## config.mk

```make
export PLATFORM = sky130hd
export DESIGN_NAME = cpu_reset_sequencer
export DESIGN_NICKNAME = d
export VERILOG_FILES = /design/src/rtl/cpu_reset_sequencer.sv
export SDC_FILE = /design/constraint.sdc
export NUM_CORES = 1
export LEC_CHECK = 0
export CAP_MARGIN = 20
export CORE_MARGIN = 1
export CORE_UTILIZATION = 26
export CTS_CLUSTER_DIAMETER = 120
export DETAILED_ROUTE_END_ITERATION = 6
export HOLD_SLACK_MARGIN = 0.1
export SYNTH_ARGS = -nofsm -noshare
export SYNTH_HDL_FRONTEND = slang
export SYNTH_SLANG_ARGS = --single-unit
```

## constraint.sdc

```tcl
create_clock -name clk -period 3.6 [get_ports clk]
set_clock_uncertainty 0.15 [all_clocks]
set_input_delay 0.54 -clock clk [delete_from_list [all_inputs] [get_ports clk]]
set_output_delay 0.54 -clock clk [all_outputs]
set_load 0.02 [all_outputs]
```

## src/rtl/cpu_reset_sequencer.sv

```systemverilog
// CPU bring-up reset sequencer: waits for a stable PLL lock, holds the CPU
// in reset for a fixed window, then releases it on a clock edge. Button
// pulses and lock loss re-run the sequence. Also drives bring-up LEDs,
// a RUN heartbeat and a saturating re-sequence counter.
module cpu_reset_sequencer #(
  parameter int LOCK_STABLE_CYCLES = 1024,
  parameter int HOLD_CYCLES        = 16,
  parameter int HEARTBEAT_DIV      = 25_000_000
) (
  input  logic       clk,
  input  logic       rst,
  input  logic       pll_locked,
  input  logic       reset_button,
  output logic       cpu_rst,
  output logic [1:0] state_leds,
  output logic       heartbeat,
  output logic [7:0] reset_count
);

  localparam int MAXC = (LOCK_STABLE_CYCLES > HOLD_CYCLES) ? LOCK_STABLE_CYCLES : HOLD_CYCLES;
  localparam int CW   = (MAXC > 1) ? $clog2(MAXC) : 1;
  localparam int DW   = (HEARTBEAT_DIV > 1) ? $clog2(HEARTBEAT_DIV) : 1;

  localparam logic [CW-1:0] STAB_LAST = CW'(LOCK_STABLE_CYCLES - 1);
  localparam logic [CW-1:0] HOLD_LAST = CW'(HOLD_CYCLES - 1);
  localparam logic [DW-1:0] HB_LAST   = DW'(HEARTBEAT_DIV - 1);

  typedef enum logic [1:0] {
    WAIT_LOCK = 2'b00,
    STABILIZE = 2'b01,
    HOLD      = 2'b10,
    RUN       = 2'b11
  } state_t;

  state_t          state, next_state;
  logic [1:0]      sync_ff;
  logic            locked_s;
  logic [CW-1:0]   cnt;
  logic            cnt_clr, cnt_inc, reseq;
  logic [DW-1:0]   hb_div;

  assign locked_s   = sync_ff[1];
  assign state_leds = state;

  // Two-flop synchronizer for the asynchronous PLL lock flag
  always_ff @(posedge clk or negedge rst) begin
    if (!rst) sync_ff <= 2'b00;
    else      sync_ff <= {sync_ff[0], pll_locked};
  end

  // Next-state and counter control; lock loss always wins over the button
  always_comb begin
    next_state = state;
    cnt_clr    = 1'b0;
    cnt_inc    = 1'b0;
    reseq      = 1'b0;
    case (state)
      WAIT_LOCK: begin
        if (locked_s) next_state = STABILIZE;
      end
      STABILIZE: begin
        if (!locked_s)              next_state = WAIT_LOCK;
        else if (cnt == STAB_LAST)  next_state = HOLD;
        else                        cnt_inc    = 1'b1;
      end
      HOLD: begin
        if (!locked_s)              next_state = WAIT_LOCK;
        else if (reset_button)      cnt_clr    = 1'b1;
        else if (cnt == HOLD_LAST)  next_state = RUN;
        else                        cnt_inc    = 1'b1;
      end
      RUN: begin
        if (!locked_s) begin
          next_state = WAIT_LOCK;
          reseq      = 1'b1;
        end else if (reset_button) begin
          next_state = HOLD;
          reseq      = 1'b1;
        end
      end
      default: next_state = WAIT_LOCK;
    endcase
  end

  // State register and registered CPU reset derived from the next state
  always_ff @(posedge clk or negedge rst) begin
    if (!rst) begin
      state   <= WAIT_LOCK;
      cpu_rst <= 1'b1;
    end else begin
      state   <= next_state;
      cpu_rst <= (next_state != RUN);
    end
  end

  // Shared window counter, cleared on any transition or a HOLD restart
  always_ff @(posedge clk or negedge rst) begin
    if (!rst)                              cnt <= '0;
    else if (next_state != state || cnt_clr) cnt <= '0;
    else if (cnt_inc)                      cnt <= cnt + 1'b1;
  end

  // Heartbeat divider runs only in RUN and is cleared on the way out
  always_ff @(posedge clk or negedge rst) begin
    if (!rst) begin
      hb_div    <= '0;
      heartbeat <= 1'b0;
    end else if (next_state != RUN) begin
      hb_div    <= '0;
      heartbeat <= 1'b0;
    end else if (state == RUN) begin
      if (hb_div == HB_LAST) begin
        hb_div    <= '0;
        heartbeat <= ~heartbeat;
      end else begin
        hb_div    <= hb_div + 1'b1;
      end
    end
  end

  // Saturating count of re-sequence events out of RUN
  always_ff @(posedge clk or negedge rst) begin
    if (!rst)                                reset_count <= 8'd0;
    else if (reseq && reset_count != 8'hFF)  reset_count <= reset_count + 8'd1;
  end

endmodule

```

# Yosys cells after proc, flatten, opt, wreduce, memory -nomap -nowiden
# Index checks and enable logic that the tools add are counted.
dict set report word_totals {
  regBits 49
  in_bits 4
  wordCells 55
}
dict set report op_classes {
  add_sub_neg 3
  n_eq_ne 9
  n_mux 28
  n_bitwise 1
  n_reduce_logical 7
}
# op n
set ops {}
lappend ops {{2-to-1 mux 25 bit} 3}
lappend ops {{adder 25 x 1 -> 25 bit (second input constant)} 1}
lappend ops {{== test 25 bit (second input constant)} 1}
lappend ops {{2-to-1 mux 10 bit} 2}
lappend ops {{2-to-1 mux 2 bit} 8}
lappend ops {{2-to-1 mux 1 bit} 13}
lappend ops {{adder 10 x 1 -> 10 bit (second input constant)} 1}
lappend ops {{== test 10 bit (second input constant)} 1}
lappend ops {{== test 10 x 4 -> 1 bit (second input constant)} 1}
lappend ops {{adder 8 x 1 -> 8 bit (second input constant)} 1}
lappend ops {{inequality test 8 bit (second input constant)} 1}
lappend ops {{one-hot mux 2 bit (4 select lines)} 1}
lappend ops {{nonzero test 2 bit} 3}
lappend ops {{== test 2 bit (second input constant)} 2}
lappend ops {{== test 2 x 1 -> 1 bit (second input constant)} 1}
lappend ops {{zero test 2 bit} 1}
lappend ops {{inequality test 2 bit} 1}
lappend ops {{inequality test 2 bit (second input constant)} 1}
lappend ops {{one-hot mux 1 bit (2 select lines)} 1}
lappend ops {{AND reduction 2 bit} 1}
lappend ops {{logical AND 1 bit} 1}
lappend ops {{logical OR 1 bit} 1}
lappend ops {{NOT 1 bit} 1}

# Depth between registers and ports, before layout
# Gate-level depths: netlist of the first run.
dict set report depth {
  word_depth 8
  depth_mapped 9
}

# Worst setup path before layout of the first run
# No wires, ideal clock.
dict set report synth_timing {
  path_type {flip-flop to flip-flop}
  startpoint {register state[0] (netlist: state_leds[0])}
  endpoint {register hb_div[0]}
  setup_time_ps 121
  t_arrival_ps 2148
  t_required_ps 3329
  path_slack_ps 1180
  path_stages_with_launch 10
  path_buffers 1
  period_less_slack_ps 2420
  path_cell_list {dfrtp_1 inv_1 ha_1 nor2b_1 and4_1 o21a_1 a311o_1 nand2_2 buf_2 nor2_1}
}
dict set report synth_between {
  elab_cells_between_ends 16
  classes_between {eq/ne: 4; mux: 10; reduce/logical: 2}
}
# element line
set synth_rtl {}
lappend synth_rtl {{start, declared} 35} ;# state_t state, next_state;
lappend synth_rtl {{start signal, assigned} 91} ;# state <= next_state;
lappend synth_rtl {{== test 2 bit (tied with other cells)} 57} ;# case (state)
lappend synth_rtl {{one-hot mux 2 bit (4 select lines) (*)} 57}
lappend synth_rtl {{named net next_state[1]} 35}
lappend synth_rtl {{inequality test 2 bit (*)} 108} ;# end else if (next_state != RUN) begin
lappend synth_rtl {{2-to-1 mux 25 bit or nonzero test 2 bit (tied branches)} n/a}
lappend synth_rtl {{end signal, assigned} 116} ;# hb_div <= hb_div + 1'b1;
lappend synth_rtl {{end, declared} 40} ;# logic [DW-1:0] hb_div;
# The timed path passes the listed nets; every way through them passes the cells marked *.
# A chain may end at the register's enable or synchronous reset.

# Worst setup path after layout of the first run
dict set report layout_timing {
  startpoint {register state[0] (netlist: state_leds[0])}
  endpoint {register hb_div[4]}
}
# The elaborated chain is that of the path after synthesis.

==> out/metrics.cfg, run 1 <==
[synth]
syn_area_sq_mm=0.00278
synthesis.nets=315
yosysWarnings=0
ys.flop_type=dfrtp_1
synthCells=304
syn_area_per_cell_sq_um=9.15
synth-seq-cells=49
synth_async_sr_flop_share_pct=100
yosys.cell_types.count=52
synth-edff-count=0
ys_seq_area_share_pct=44.1

[route]
vias_per_cell=5.00
drtIter0Drc=107
drc=0
dr_total_vias=2274
drtAntennaViolNets=0
dr.pass1.iters=4
wl_per_cell_microns=12.7
totalWireLength_microns=5800

[critical_path]
required_ns=3.62
r2r_cells=8
worst_setup_path_end_kind=flip-flop
critPathMaxFanout=27
critPathLaunchType=flip-flop
path_class=reg2reg
critPathArrivalTime_ns=2.68

[grt]
grt_pass1_wl_microns=10200
grt_use_total_pct=11.2
grt_pass1_vias=2157
grt_overflow_total=0
grt_max_degree=39
antenna_found_initial=0

[min_path]
hold_class=reg2reg
whs_path_depth=0

[power]
p_per_area_mw_per_mm2=354
power_mw=1.13
p_leak_nw=1.21
peakVddDrop_v=0.000156

[layout]
fin_nets=329
final_cell_mix=dfrtp_1 (48), nor2_1 (42), a21oi_1 (28), o21ai_0 (24), nand2_1 (20)
multiInputGateArea_sq_mm=0.00147
antennaDiodeCount=0
n_fill_cell=1067
layout_commonest_cell=dfrtp_1
drive_above_1_share_pct=8.46
utilization_pct=30.8
area_delta_synth_final_pct=14.5
seq_area_sq_mm=0.00123

[timing]
maxSlewHeadroom_pct=55.7
rsz0062_at_grt=no
tns_ns=0
period_minus_slack_ns=2.66
fmax_mhz=376
setup_viol=0
hold_violations=0
period_share_pct=74.0
worst_pin_slew_ns=0.658
timing.final.max_slew_violations=0

[placement]
place_hpwl_microns=3950
gp_congestion=0.808
portBuffers=15

[floorplanning]
start_util_pct=26.9
core_sq_mm=0.0103
ios=16
die_width_microns=105
rows=37
die_area_sq_mm=0.0111
die_h_microns=105

[clock_tree]
htreeDepth=2
clk_latency_ns=0.31
clk_path_buf_depth=2
cts_tree=built
clock_sinks=49
cts_buffers=5
clkTransAtPathRegs_ns=0.10
cts-resized-gates=0
cts-root-buf=clkbuf_8

[job]
max-cap-violations=0

[run_status]
status=finished clean

[kinds of logic (layout without fill, tap and decap cells)]
| kind of cell | after synthesis | after routing | share of synthesized area [%] |
|---|---|---|---|
| mux | 2 | 2 | 0.765 |
| buf+inv | 19 | 34 | 3.15 |
| compound gates | 67 | 67 | 14.1 |
| flops | 49 | 49 | 44.1 |
| fa+ha+maj | 7 | 7 | 3.15 |
| xor+xnor | 19 | 19 | 5.99 |
| simple gates | 141 | 141 | 28.7 |
[final timing paths]
path                               start  slack [ns]    endpoint
setup / recovery           state_leds[0]        0.94   hb_div[4]
hold reg to reg               sync_ff[0]        0.22  sync_ff[1]
hold / removal                sync_ff[0]        0.22  sync_ff[1]
setup reg to reg           state_leds[0]        0.94   hb_div[4]
min in group asynchronous            rst        0.50  hb_div[12]
max in group asynchronous            rst        2.30   hb_div[6]
[worst max-delay path, cell delays in order (launching register included)]
cell,delay (ns)
dfrtp_1,0.48
inv_1,0.13
ha_1,0.28
nor2b_1,0.18
and4_1,0.22
o21a_1,0.20
a311o_1,0.35
nand2_2,0.42
nor2_1,0.10
[where the power goes]
part	switching [mW]	total, mW	leakage (nW)	internal, mW
Clock	0.194	0.354	0.0518	0.160
Combinational	0.114	0.182	0.495	0.0687
Sequential	0.0221	0.590	0.668	0.568
Total	0.330	1.13	1.21	0.796
[metal layers]
layer / track usage (%) / wire, microns / up-vias
met5: 0 / 0 / -
met1: 14.5 / 2830 / 1114
met2: 18.7 / 2770 / 27
met4: 3.92 / 95 / 0
met3: 1.86 / 110 / 7
li1: - / - / 1126
[synthesized netlist by cell type, types with 2 or more instances]
cell | count | share of area (%)
a21oi_1 | 28 | 5.0
and4_1 | 3 | 0.95
dfrtp_1 | 48 | 43
nor2_1 | 42 | 5.7
clkbuf_1 | 3 | 0.41
o21a_1 | 2 | 0.54
xnor2_1 | 12 | 3.8
or3_1 | 3 | 0.68
nor3b_1 | 8 | 2.2
nand3b_1 | 2 | 0.54
or2_2 | 2 | 0.45
ha_1 | 7 | 3.2
nor4_4 | 2 | 1.5
o21ai_0 | 24 | 4.3
nor3_1 | 9 | 1.6
nand3_1 | 10 | 1.8
nor4_1 | 4 | 0.90
a31oi_1 | 3 | 0.68
inv_1 | 6 | 0.81
nand2_1 | 20 | 2.7
buf_4 | 2 | 0.54
nor2b_1 | 3 | 0.68
nand4_1 | 11 | 2.5
buf_2 | 7 | 1.3
and3_1 | 9 | 2.0
xor2_1 | 7 | 2.2
nor4b_1 | 2 | 0.63
[state kept, by name (all words and copies together), names as in the netlist]
signal,count
state_leds,2
cnt,10
reset_count,8
cpu_rst,1
hb_div,25
sync_ff,2
heartbeat,1
[through the flow]
stage	area [sq um]	instances	setup slack, ns	hold slack (ns)
3_3_place_gp	3050	445	0.895	0.186
5_1_grt	3180	455	0.733	0.234
4_1_cts	3180	455	0.927	0.226
6_report	3180	455	0.937	0.225
3_5_place_dp	3070	446	0.828	0.202
2_1_floorplan	2780	304	1.18	0.0944
[final cells by class]
cell class / count / area share [%]
multi-input combinational: 236 / 46.0
sequential: 49 / 38.6
timing repair buffer: 20 / 6.21
tap: 136 / 5.35
clock buffer: 6 / 2.59
inverter: 6 / 0.708
clock inverter: 2 / 0.550
[timing repair]
action	CTS	global route
hold endpoints to repair	10	0
buffers inserted	0	0
hold buffers	1	0
Note: power is estimated with default switching activity, not from simulation.
==> inputs of run 2 (changes only) <==
==> constraint.sdc (replaced) <==
create_clock -name clk -period 2.7 [get_ports clk]
set_clock_uncertainty 0.15 [all_clocks]
set_input_delay 0.405 -clock clk [delete_from_list [all_inputs] [get_ports clk]]
set_output_delay 0.405 -clock clk [all_outputs]
set_load 0.02 [all_outputs]
==> run 2 against run 1 <==
Count of clock-buffer cells in the layout unchanged. Setup slack got worse by 0.64 ns. Cell area up 1.8%. Die area did not move. Global-route usage is 0.20 points higher. First-iteration DRC count is 12% lower. Core utilization grew 0.56 points. Clock power increased by 57%. Critical endpoint is now hb_div[11]. Largest power group unchanged.
==> out/metrics.cfg, run 2 (synthesized netlist as in run 1, its figures left out) <==
[placement]
portBuffers=15
gp_congestion=0.871
place_hpwl_microns=4010

[timing]
period_share_pct=89.1
period_minus_slack_ns=2.41
fmax_mhz=416
holdWs_ns=0.216
hold_violations=0
rsz0062_at_grt=no
setup_viol=0
tns_ns=0
worst_pin_slew_ns=0.468
maxSlewHeadroom_pct=68.7
timing.final.max_slew_violations=0

[clock_tree]
clk_latency_ns=0.30
cts_tree=built
clk_path_buf_depth=2
cts-resized-gates=0
clkTransAtPathRegs_ns=0.09
cts-hold-fix-buffers=1
clock_sinks=49
htreeDepth=2
cts_setup_buffers=0
cts_buffers=5
cts-root-buf=clkbuf_8

[layout]
drive_above_1_share_pct=9.88
area_delta_synth_final_pct=16.6
fin_nets=334
reg.largest.list=hb_div: 25 flops, cnt: 10 flops, reset_count: 8 flops
utilization_pct=31.4
n_fill_cell=1060
largest_register=hb_div
antennaDiodeCount=0
layout_commonest_cell=dfrtp_1
largest_reg_flops=25
final_cell_mix=dfrtp_1 (48), nor2_1 (42), a21oi_1 (28), o21ai_0 (24), nand2_1 (20)

[run_status]
status=finished clean

[route]
drtAntennaViolNets=0
drtIter0Drc=94
dr.pass1.iters=4
totalWireLength_microns=5920
wl_per_cell_microns=12.9
drc=0
dr_total_vias=2269
vias_per_cell=4.93

[critical_path]
path_class=reg2reg
r2r_cells=7
critPathMaxFanout=17
r2r-start=hb_div[9]
critPathLaunchType=flip-flop
crit_chain=nor4b_1, nand4_1, nor4_4, buf_4, o21ai_0, a21oi_1, nor2_1
crit_cells=7
crit_start=hb_div[9]
critPathArrivalTime_ns=2.45
worst_setup_path_end_kind=flip-flop
crit_slowest_cell=dfrtp_1
required_ns=2.74
cp_top_family=simple AND/OR/NAND/NOR gates
critPathMaxStageDelay_ns=0.45
regToRegSetupSlack_ns=0.29
path_buf_inv=1

[job]
max-cap-violations=0

[power]
switching_share_pct=27.4
power_mw=1.60
peakVddDrop_v=0.000185
sequentialPowerShare_pct=48.6
p_per_area_mw_per_mm2=492
p_switching_mw=0.438
p_leak_nw=1.25
combPwrFrac_pct=16.6
p_int_mw=1.16
p_clk_share_pct=34.8

[grt]
grt_max_degree=32
grt_pass1_vias=2274
grt_pass1_wl_microns=10500
grt_use_total_pct=11.4
antenna_found_initial=0
grt_overflow_total=0

[floorplanning]
ios=16
start_util_pct=26.9
die_area_sq_mm=0.0111
rows=37
die_width_microns=105
die_h_microns=105
core_sq_mm=0.0103

[min_path]
whs_path_depth=0
hp-start=sync_ff[0]
hold_class=reg2reg

[run 2: changes by cell type in the layout (fill, tap and decap cells not counted), sizes merged]
cell / delta
inv: -1
bufinv: +1
clkinv: -1
buf: +5
clkinvlp: +1
[run 2: worst reg2reg max path, delay by kind of cell, from the launching register on]
kind | cells | cell delay [ns]
flip-flops | 1 | 0.45
AO/OA/AOI/OAI | 2 | 0.30
AND/OR/NAND/NOR | 4 | 1.11
buffers and inverters | 1 | 0.30
[run 2: area by class of cell]
class                           count  area (sq um)  share of cell area (%)
Tap cell                          136           170                    5.25
Sequential cell                    49          1230                    37.9
Inverter                            6          22.5                   0.695
Clock inverter                      2          37.5                    1.16
Timing Repair Buffer               25           235                    7.26
Multi-Input combinational cell    236          1470                    45.2
Clock buffer                        6          82.6                    2.55
[run 2: final timing paths]
kind	end
setup / recovery	hb_div[11]
hold / removal	sync_ff[1]
setup reg to reg	hb_div[11]
hold reg to reg	sync_ff[1]
max in group asynchronous	hb_div[5]
min in group asynchronous	hb_div[22]
[run 2: power groups by stage]
stage / combinational, mW / clock [mW] / sequential, mW
after floorplan: 0.159 / 0 / 0.803
after detailed placement: 0.266 / 0 / 0.790
after global routing: 0.297 / 0.602 / 0.779
final: 0.266 / 0.555 / 0.776
after global placement: 0.258 / 0 / 0.789
after CTS: 0.269 / 0.575 / 0.775
[run 2: metrics by stage]
stage	setup WS [ns]	instances	instance area (sq um)
2_1_floorplan	0.280	304	2780
3_3_place_gp	0.345	451	3110
3_5_place_dp	0.296	451	3110
4_1_cts	0.305	460	3240
5_1_grt	0.0924	460	3240
6_report	0.295	460	3240
[run 2: routing by layer]
metal	share of wire, %	up-vias	global-route usage [%]
met1	49	1097	14.6
met5	0	-	0
li1	-	1137	-
met3	2.1	7	1.79
met4	1.5	0	4.02
met2	47	28	19.3
==> inputs of run 3 (changes only) <==
==> constraint.sdc (replaced) <==
create_clock -name clk -period 2.7 [get_ports clk]
set_clock_uncertainty 0.15 [all_clocks]
set_input_delay 0.405 -clock clk [delete_from_list [all_inputs] [get_ports clk]]
set_output_delay 0.405 -clock clk [all_outputs]
set_load 0.01 [all_outputs]
==> results of run 3 <==
The final DEF is identical to that of run 2. Status: finished clean.
Among the figures that moved: total power 1.60 mW -> 1.59 mW
